<file path="config.mk">
export PLATFORM = sky130hd
export DESIGN_NAME = serial_tc_recv_flat
export DESIGN_NICKNAME = d
export VERILOG_FILES = /design/src/rtl/serial_tc_recv_if.sv /design/src/rtl/serial_tc_recv.sv /design/src/flat_wrapper.sv
export SDC_FILE = /design/constraint.sdc
export NUM_CORES = 1
export LEC_CHECK = 0
export ABC_AREA = 1
export CORE_MARGIN = 3
export CORE_UTILIZATION = 35
export DETAILED_ROUTE_END_ITERATION = 8
export PLACE_DENSITY = 0.63
export SYNTH_ARGS = -nofsm -noshare
export SYNTH_HDL_FRONTEND = slang
export SYNTH_SLANG_ARGS = --single-unit
</file>
<file path="constraint.sdc">
create_clock -name t_clock -period 3.15 [get_ports t_clock]
set_input_delay 0.315 -clock t_clock [delete_from_list [all_inputs] [get_ports t_clock]]
set_output_delay 0.315 -clock t_clock [all_outputs]
set_load 0.01 [all_outputs]
</file>
<file path="src/rtl/serial_tc_recv_if.sv">
// Link between the serial complementer output and the receive end:
// serial bit stream in one direction, recovered parallel words back.
interface serial_tc_recv_if #(
  parameter int WIDTH = 8
);
  logic             bit_in;
  logic             bit_vld;
  logic             start;
  logic [WIDTH-1:0] word_out;
  logic [WIDTH-1:0] orig_out;
  logic             word_vld;
  logic             busy;
  logic             frame_err;

  modport master (
    output bit_in, bit_vld, start,
    input  word_out, orig_out, word_vld, busy, frame_err
  );

  modport slave (
    input  bit_in, bit_vld, start,
    output word_out, orig_out, word_vld, busy, frame_err
  );
endinterface

</file>
<file path="src/rtl/serial_tc_recv.sv">
// Deserializes LSB-first WIDTH-bit frames and, in the same pass, serially
// re-complements them to recover the original two's-complement operand.
module serial_tc_recv #(
  parameter int WIDTH = 8
) (
  input  logic             t_clock,
  input  logic             r_n,
  serial_tc_recv_if.slave  link
);
  localparam int CW = (WIDTH > 2) ? $clog2(WIDTH) : 1;
  localparam logic [0:0]    IDLE = 1'b0;
  localparam logic [0:0]    RECV = 1'b1;
  localparam logic [CW-1:0] LAST = CW'(WIDTH - 1);

  logic [0:0]       state_reg, state_next;
  logic [CW-1:0]    count_reg, count_next;
  logic [WIDTH-1:0] raw_reg, raw_next;
  logic [WIDTH-1:0] dec_reg, dec_next;
  logic             seen_reg, seen_next;
  logic [WIDTH-1:0] word_reg, orig_reg;
  logic             word_vld_reg, frame_err_reg;

  logic          accept, first, done, abort, seen_eff, dec_bit;
  logic [CW-1:0] idx;

  // A start bit is only honoured together with bit_vld; in IDLE nothing else is accepted.
  assign accept   = link.bit_vld && (link.start || (state_reg == RECV));
  assign first    = link.start;
  assign abort    = link.bit_vld && link.start && (state_reg == RECV);
  assign done     = accept && !first && (count_reg == LAST);
  assign seen_eff = first ? 1'b0 : seen_reg;
  assign dec_bit  = seen_eff ? ~link.bit_in : link.bit_in;
  assign idx      = first ? '0 : count_reg;

  always_comb begin
    state_next = state_reg;
    count_next = count_reg;
    raw_next   = raw_reg;
    dec_next   = dec_reg;
    seen_next  = seen_reg;
    if (accept) begin
      if (first) begin
        raw_next = '0;
        dec_next = '0;
      end
      raw_next[idx] = link.bit_in;
      dec_next[idx] = dec_bit;
      seen_next     = seen_eff | link.bit_in;
      if (done) begin
        state_next = IDLE;
        count_next = '0;
      end else begin
        state_next = RECV;
        count_next = idx + CW'(1);
      end
    end
  end

  always_ff @(posedge t_clock or negedge r_n) begin
    if (!r_n) begin
      state_reg     <= IDLE;
      count_reg     <= '0;
      raw_reg       <= '0;
      dec_reg       <= '0;
      seen_reg      <= 1'b0;
      word_reg      <= '0;
      orig_reg      <= '0;
      word_vld_reg  <= 1'b0;
      frame_err_reg <= 1'b0;
    end else begin
      state_reg     <= state_next;
      count_reg     <= count_next;
      raw_reg       <= raw_next;
      dec_reg       <= dec_next;
      seen_reg      <= seen_next;
      word_vld_reg  <= done;
      frame_err_reg <= abort;
      if (done) begin
        word_reg <= raw_next;
        orig_reg <= dec_next;
      end
    end
  end

  assign link.word_out  = word_reg;
  assign link.orig_out  = orig_reg;
  assign link.word_vld  = word_vld_reg;
  assign link.busy      = (state_reg == RECV);
  assign link.frame_err = frame_err_reg;
endmodule

</file>
<file path="src/flat_wrapper.sv">
// flat-port wrapper written by rule: the top's interface ports become plain ports
module serial_tc_recv_flat 
#(
  parameter int WIDTH = 8
)
  (t_clock, r_n, link_bit_in, link_bit_vld, link_start, link_word_out, link_orig_out, link_word_vld, link_busy, link_frame_err);
  serial_tc_recv_if #(.WIDTH(WIDTH)) link_i ();
  input  logic t_clock;
  input  logic r_n;
  input wire logic [$bits(link_i.bit_in)-1:0] link_bit_in;
  input wire logic [$bits(link_i.bit_vld)-1:0] link_bit_vld;
  input wire logic [$bits(link_i.start)-1:0] link_start;
  output wire logic [$bits(link_i.word_out)-1:0] link_word_out;
  output wire logic [$bits(link_i.orig_out)-1:0] link_orig_out;
  output wire logic [$bits(link_i.word_vld)-1:0] link_word_vld;
  output wire logic [$bits(link_i.busy)-1:0] link_busy;
  output wire logic [$bits(link_i.frame_err)-1:0] link_frame_err;
  assign link_i.bit_in = link_bit_in;
  assign link_i.bit_vld = link_bit_vld;
  assign link_i.start = link_start;
  assign link_word_out = link_i.word_out;
  assign link_orig_out = link_i.orig_out;
  assign link_word_vld = link_i.word_vld;
  assign link_busy = link_i.busy;
  assign link_frame_err = link_i.frame_err;
  serial_tc_recv #(.WIDTH(WIDTH)) u_core (.t_clock(t_clock), .r_n(r_n), .link(link_i));
endmodule
</file>
[After elaboration in Yosys (flattened, before gate mapping)]
Cells that the tools add are included.
Storage, ports and cells
  flip-flop bits (word level): 39
  bits in latches: 0
  RAM bits: 0
  bits in read-only memories: 0
  output and inout bits: 19
  word-level logic and storage cells: 38
  memories kept: 0
Operators by class
  add/sub/neg operators: 1
  $mul: 0
  divide/modulo/power cells: 0
  $lt $le $gt $ge: 2
  equality and inequality tests: 1
  shift operators: 0
  multiplexer cells: 15
  bitwise logic cells: 2
  reductions and logical operators: 8
Operators with widths (number)
  $mux W8: 6
  $bwmux W8: 2
  $logic_and A1 B1 Y1: 6
  $mux W3: 2
  $lt A3 B4 Y1 const B: 1
  $mux W1: 4
  $add A3 B1 Y3 const B: 1
  $demux W1 S3: 1
  $eq A3 B3 Y1 const B: 1
  $ge A3 B1 Y1 const B: 1
  $logic_not A1 Y1: 1
  $logic_or A1 B1 Y1: 1
  $not A1 Y1: 1
  $or A1 B1 Y1: 1

[Longest topological paths before layout]
Gate-level depths: netlist of the first run.
  depth after elaboration: 7
  gate-level depth with buffers: 10
  depth with buffers taken out: 9

[Worst setup path after synthesis of the first run]
No wires, ideal clock.
  kind: input-to-reg
  start: input port link_start
  end: register u_core.orig_reg[4], in the netlist u_core.link.orig_out[4]
  library setup time: 0.065 ns
  data arrival time: 1.366 ns
  setup slack: 1.720 ns
  cell stages on the path: 10
  path buffers: 1
  cells stage by stage: buf_6 -> inv_2 -> nand2_1 -> ha_1 -> inv_1 -> nor2_8 -> inv_2 -> o21ai_2 -> nand2_1 -> nand2_1
Between the ends
  word-level cells in the longest chain between the ends: 7
  elaborated cells on any way between the ends: 17
  classes of those cells: 2 x order compare; 9 x mux; 6 x reduce/logical
Ends and longest elaborated chain
  start: declaration: line flat_wrapper.sv:12  | input wire logic [$bits(link_i.start)-1:0] link_start;
  $mux W3: line serial_tc_recv.sv:33  | assign idx = first ? '0 : count_reg;
  $lt A3 B4 Y1 (implied by the code) or $ge A3 B1 Y1 (tied branches): line serial_tc_recv.sv:47  | dec_next[idx] = dec_bit;
  $logic_and A1 B1 Y1 (implied by the code): line serial_tc_recv.sv:47
  $mux W1 (implied by the code): line serial_tc_recv.sv:47
  $demux W1 S3
  $bwmux W8: line serial_tc_recv.sv:47
  $mux W8 (*): line serial_tc_recv.sv:41  | if (accept) begin
  net u_core.dec_next[4]: line serial_tc_recv.sv:18  | logic [WIDTH-1:0] dec_reg, dec_next;
  end signal: assignment: line serial_tc_recv.sv:80  | orig_reg <= dec_next;
  end: declaration: line serial_tc_recv.sv:20  | logic [WIDTH-1:0] word_reg, orig_reg;
The timed path passes the listed nets; every way through them passes the cells marked *. The select of a mux whose other input is x is not followed.
A chain may end at the register's enable or synchronous reset.

[Worst setup path after layout of the first run]
  start: input port link_start
  end: register u_core.orig_reg[2], in the netlist u_core.link.orig_out[2]
Same word-level chain as after synthesis.

==> impl_results.md, run 1 <==
- Synth Warn #: 0
- Max Cap Viol: 0
- Diodes inserted: 0
- Power, Total: 1.31 mW
- Num rows: 25
- Static Leak: 1.13 nW
- DP Cell Count: 285
- Setup Crit Path Kind: in2reg
- First-pass GRT wire length: 5750 microns
- Crit path buffers/inverters: 4
- Critical Path Start: link_start
- Average instance area after synthesis: 8.71 sq um
- Compound-Gate Fraction of Synth Area: 5.03%
- Synth Instances: 200
- Crit share post-route: 59.2%
- Layout fillers: 494
- Crit path capture type: flip-flop
- Top Family by Delay on Critical Path: buffers and inverters
- Synth area leader: dfrtp_1
- Clock-pin slew on the worst setup and hold paths: 80 ps
- DRT Wirelength: 3200 microns
- Max stage delay cell, worst path: clkdlybuf4s50_1
- Final Slew Violations: 0
- Final #Nets: 231
- R2R Path Start: u_core.count_reg[0]
- Worst R2R Path Depth: 6
- Via density: 4.40
- Worst min-delay path class: in2async
- Routed WL per cell: 10.9 microns
- Detail Placement HPWL: 2220 microns
- Die Span Y: 76.5 microns
- PortBufs: 23
- H-tree depth: 2
- # DRC: 0
- Vias post-DR: 1288
- Largest family of logic cells by synthesized area: simple AND/OR/NAND/NOR gates
- CTS Sinks: 39
- Fmax: 537 MHz
- Mapped Nets: 206
- Worst VDD drop: 0.000360 V
- Root Buffer: clkbuf_8
- Setup Fix Bufs, Post-CTS: 0
- Crit path top cell by count: nand2_1
- Core ar.: 4750 sq um
- Critical Path Sink: u_core.link.orig_out[2]
- Placement Setup Slack: 989 ps
- Initial antenna violation count: 0
- CP required: 3380 ps
- IO Pins: 24
- Post-Synth Adder-Cell Area: 0.718%
- FF+latch count, synth: 39
- Cell Chain, Critical Path: clkdlybuf4s50_1 > inv_2 > nand2_1 > ha_1 > inv_1 > nor2_8 > inv_2 > o21ai_2 > nand2_1 > nand2_1
- CP peak stage delay: 590 ps
- Total die area: 5860 sq um
- Min Tclk post-route: 1860 ps
- Post-synthesis sequential area ratio: 56.0%
- Final setup viols: 0
- Non-Filler Instances: 293
- Clk_skew: 8.57 ps
- Area contributors post-synth: dfrtp_1 (56%), nand2_1 (22%), nor2_8 (2.3%), o21ai_2 (2.0%), inv_1 (1.9%)
- Mux cell area share after synthesis: 0%
- Netlist Area Pre-Place: 1740 sq um
- Critical Path Fanout Max: 9
- Area Overhead vs Synth: 21.8%
- XOR/XNOR Fraction of Synth Area: 0%
- Initial Utilization: 36.6%
- Share of cells above drive strength 1: 13.7%
- Vias in the first global route: 1254
- Hold_ws: 119 ps
- Gp weighted congestion: 0.859
- Worst slew margin: 43.5%
- Outcome: finished, final reports clean
- Pwr/cell area: 615 nW/um^2
- Netlist cell types: 22
- Gr ovfl total: 0
- Reg2reg setup slack: 1760 ps
- Synth Area in Simple Gates: 31.7%
- CTS tree: built
- Total track usage: 12.1%
- Most frequent cells in the layout: nand2_1 (102), dfrtp_1 (39), clkdlybuf4s50_1 (22), inv_1 (9), inv_2 (6)
- R2R Path End: u_core.link.word_out[7]
- Clk_lat worst skew: 290 ps
- DRT Pass-1 Iters: 4
- Clk buf depth: 2
- Hold Vio Cnt, Final: 0
- Die X: 76.5 microns
- Cts bufs inserted: 5
- Largest net degree at the start of global routing: 40
- Setup WS post-layout: 1290 ps
- Detail Route Antenna Nets: 0
- Crit path depth: 10
- Worst-Margin Slew: 848 ps
- Worst Path Arrival: 2100 ps
- Setup TNS: 0 ps
- Synth top area share: 56.0%
- RSZ-0062 raised after global routing: false
- Hold_buf cts: 0
- First DRT Iteration DRCs: 115
- Worst Setup Start Kind: primary input
- Most common cell after layout, fill and taps aside: nand2_1
- CTS-repair resized insts: 0
## cells in the mapped netlist (all sizes together)
cell,instances
o21ai,10
nand4,6
a21oi,3
nand2,104
nor2,10
buf,6
dfrtp,39
ha,1
nor3,1
nand3,4
inv,16
## final cells by class
| class | instances | area (sq um) | share of cell area [%] |
|---|---|---|---|
| clock buffer | 5 | 68.8 | 3.24 |
| clock inverter | 3 | 46.3 | 2.18 |
| inverter | 16 | 62.6 | 2.95 |
| multi-input combinational | 139 | 652 | 30.7 |
| sequential | 39 | 976 | 46.0 |
| tap | 67 | 83.8 | 3.95 |
| timing repair buffer | 24 | 233 | 11.0 |
## metal layers
metal / vias up / global-route usage [%] / part of all wire (%)
li1: 668 / - / -
met1: 592 / 17.8 / 52
met2: 23 / 16.3 / 43
met3: 5 / 3.90 / 4.2
met4: 0 / 4.89 / 1.2
met5: - / 0 / 0
## worst min path at each step
stage | slack (ps) | depth (start not counted) | to
3_3_place_gp | 450 | 2 | u_core.raw_reg[3]
2_1_floorplan | 20 | 0 | u_core.count_reg[0]
3_5_place_dp | 460 | 2 | u_core.raw_reg[5]
5_1_grt | 200 | 1 | u_core.count_reg[0]
4_1_cts | 160 | 1 | u_core.raw_reg[7]
6_report | 120 | 1 | u_core.link.word_out[2]
## power by group
part | leakage, nW | internal (mW) | total (mW) | switching, mW
sequential | 0.523 | 0.572 | 0.615 | 0.0426
clock | 0.0548 | 0.239 | 0.421 | 0.183
combinational | 0.551 | 0.116 | 0.270 | 0.154
total | 1.13 | 0.926 | 1.31 | 0.379
## logic make-up after synthesis
group,count (synthesis)
AO/OA/AOI/OAI,13
AND/OR/NAND/NOR,125
flip-flops,39
adder cells (fa/ha/maj),1
buffers and inverters,22
## through the flow
step                      util, %  area (sq um)
after floorplan                 -          1740
after global placement       42.2          2010
after detailed placement     42.2          2010
after CTS                    44.6          2120
after global routing         44.6          2120
final                        44.6          2120
Power figures use the tool's default switching activity.
==> inputs of run 2 (changes only) <==
--- a/config.mk
+++ b/config.mk
@@ -9,7 +9,7 @@
 export CORE_MARGIN = 3
 export CORE_UTILIZATION = 35
 export DETAILED_ROUTE_END_ITERATION = 8
-export PLACE_DENSITY = 0.63
+export PLACE_DENSITY = 0.65
 export SYNTH_ARGS = -nofsm -noshare
 export SYNTH_HDL_FRONTEND = slang
 export SYNTH_SLANG_ARGS = --single-unit
==> constraint.sdc (replaced) <==
create_clock -name t_clock -period 1.6 [get_ports t_clock]
set_input_delay 0.16 -clock t_clock [delete_from_list [all_inputs] [get_ports t_clock]]
set_output_delay 0.16 -clock t_clock [all_outputs]
set_load 0.01 [all_outputs]
==> impl_results.md, run 2 (synthesis results as in run 1) <==
- Outcome: finished, final reports clean
- Detail Route Antenna Nets: 0
- Clock network power share: 28.5%
- IO Pins: 24
- Initial antenna violation count: 0
- GR peak layer: met2
- Static Leak: 1.22 nW
- Share of cells above drive strength 1: 19.6%
- Largest net degree at the start of global routing: 22
- Crit path capture type: flip-flop
- Final setup viols: 0
- Gr ovfl total: 0
- Initial Utilization: 36.6%
- DRT Pass-1 Iters: 4
- Switching Share: 28.6%
- DRT Wirelength: 3420 microns
- Vias in the first global route: 1373
- Clock-pin slew on the worst setup and hold paths: 70 ps
- Fmax: 719 MHz
- Crit share post-route: 86.9%
- Total die area: 5860 sq um
- First-pass GRT wire length: 6260 microns
- CP required: 1830 ps
- Most common cell after layout, fill and taps aside: nand2_1
- Detail Placement HPWL: 2530 microns
- Critical Path Start: u_core.count_reg[0]
- Internal power: 1.79 mW
- Worst Path Arrival: 1620 ps
- Worst VDD drop: 0.000597 V
- Die Span Y: 76.5 microns
- Root Buffer: clkbuf_8
- Worst slew margin: 69.1%
- H-tree depth: 2
- Cts bufs inserted: 5
- Worst min-delay path class: in2async
- Pwr/cell area: 1110 nW/um^2
- Area Overhead vs Synth: 30.0%
- Setup Crit Path Kind: reg2reg
- GR Util met3: 3.78%
- Placement Setup Slack: -75.7 ps
- Setup Fix Bufs, Post-CTS: 0
- Sequential Power Share: 48.3%
- Max Cap Viol: 0
- Setup WS post-layout: 209 ps
- R2R Path Start: u_core.count_reg[0]
- Die X: 76.5 microns
- First DRT Iteration DRCs: 128
- RSZ-0062 raised after global routing: false
- Layout fillers: 489
- Switching pwr: 0.718 mW
- Num rows: 25
- Met1 Track Usage GR: 18.2%
- Clk_skew: 2.42 ps
- Diodes inserted: 0
- Worst Setup Start Kind: flip-flop
- Min Tclk post-route: 1390 ps
- Clk_lat worst skew: 290 ps
- Critical Path Fanout Max: 12
- Final Util: 47.6%
- GR met2 Demand/Resource: 19.5%
- Via density: 4.41
- PortBufs: 23
- CTS Sinks: 39
- CTS tree: built
- Final Slew Violations: 0
- Total track usage: 13.4%
- Clk buf depth: 2
- Final #Nets: 250
- Hold_buf cts: 1
- Worst-Margin Slew: 463 ps
- Most frequent cells in the layout: nand2_1 (102), dfrtp_1 (39), clkdlybuf4s50_1 (22), buf_4 (18), inv_1 (9)
- Vias post-DR: 1377
- Hold Vio Cnt, Final: 0
- Gp weighted congestion: 0.885
- # DRC: 0
- CTS-repair resized insts: 0
- Routed WL per cell: 11.0 microns
- Combinational power share: 23.2%
- Core ar.: 4750 sq um
-- run 2: cell types whose count changed in the layout (fill, tap and decap cells not counted), sizes merged --
cell,delta
clkinvlp,-1
inv,-1
bufinv,-1
clkbuf,+3
dlygate4sd3,+1
buf,+18
-- run 2: power by group through the flow --
stage	Clock (mW)	Sequential [mW]	Combinational (mW)
6_report	0.715	1.21	0.582
5_1_grt	0.790	1.23	0.661
4_1_cts	0.741	1.21	0.592
3_5_place_dp	0	1.23	0.586
3_3_place_gp	0	1.23	0.580
2_1_floorplan	0	1.25	0.293
-- run 2: final timing paths --
kind	endpoint	slack, ps	cells past startpoint
worst min-delay path	u_core.link.word_vld	350	2
worst max-delay path	u_core.link.orig_out[7]	210	7
worst max register to register	u_core.link.orig_out[7]	210	7
worst min register to register	u_core.dec_reg[0]	470	2
min in group t_clock	u_core.dec_reg[0]	470	2
max in group asynchronous	u_core.link.word_out[5]	780	3
-- run 2: per-stage QoR --
step | area [sq um] | TNS [ps] | hold slack [ps] | power, mW | instances
2_1_floorplan | 1740 | 0 | -136 | 1.54 | 200
3_3_place_gp | 2150 | -196 | 140 | 1.81 | 303
3_5_place_dp | 2150 | -363 | 142 | 1.82 | 303
4_1_cts | 2260 | 0 | 363 | 2.55 | 312
5_1_grt | 2260 | 0 | 380 | 2.68 | 312
6_report | 2260 | 0 | 354 | 2.51 | 312
-- run 2: layout make-up --
class	count	area [sq um]	share of cell area, %
timing repair buffer	43	390	17.2
clock buffer	8	100	4.42
inverter	16	62.6	2.76
multi-input combinational	139	652	28.8
tap	67	83.8	3.70
sequential	39	976	43.1
-- run 2: metal layers --
metal,wire length [microns],vias up
met5,0,-
met4,80,0
met1,1780,642
met2,1450,22
li1,-,704
met3,108,9
-- run 2: worst max-delay path: stages (launching register included) --
cell     delay, ps
dfrtp_1        470
inv_2           80
nor2_2         150
nand4_2        150
buf_4          210
nand2_1         80
nand4_1        110
nand2_1         80
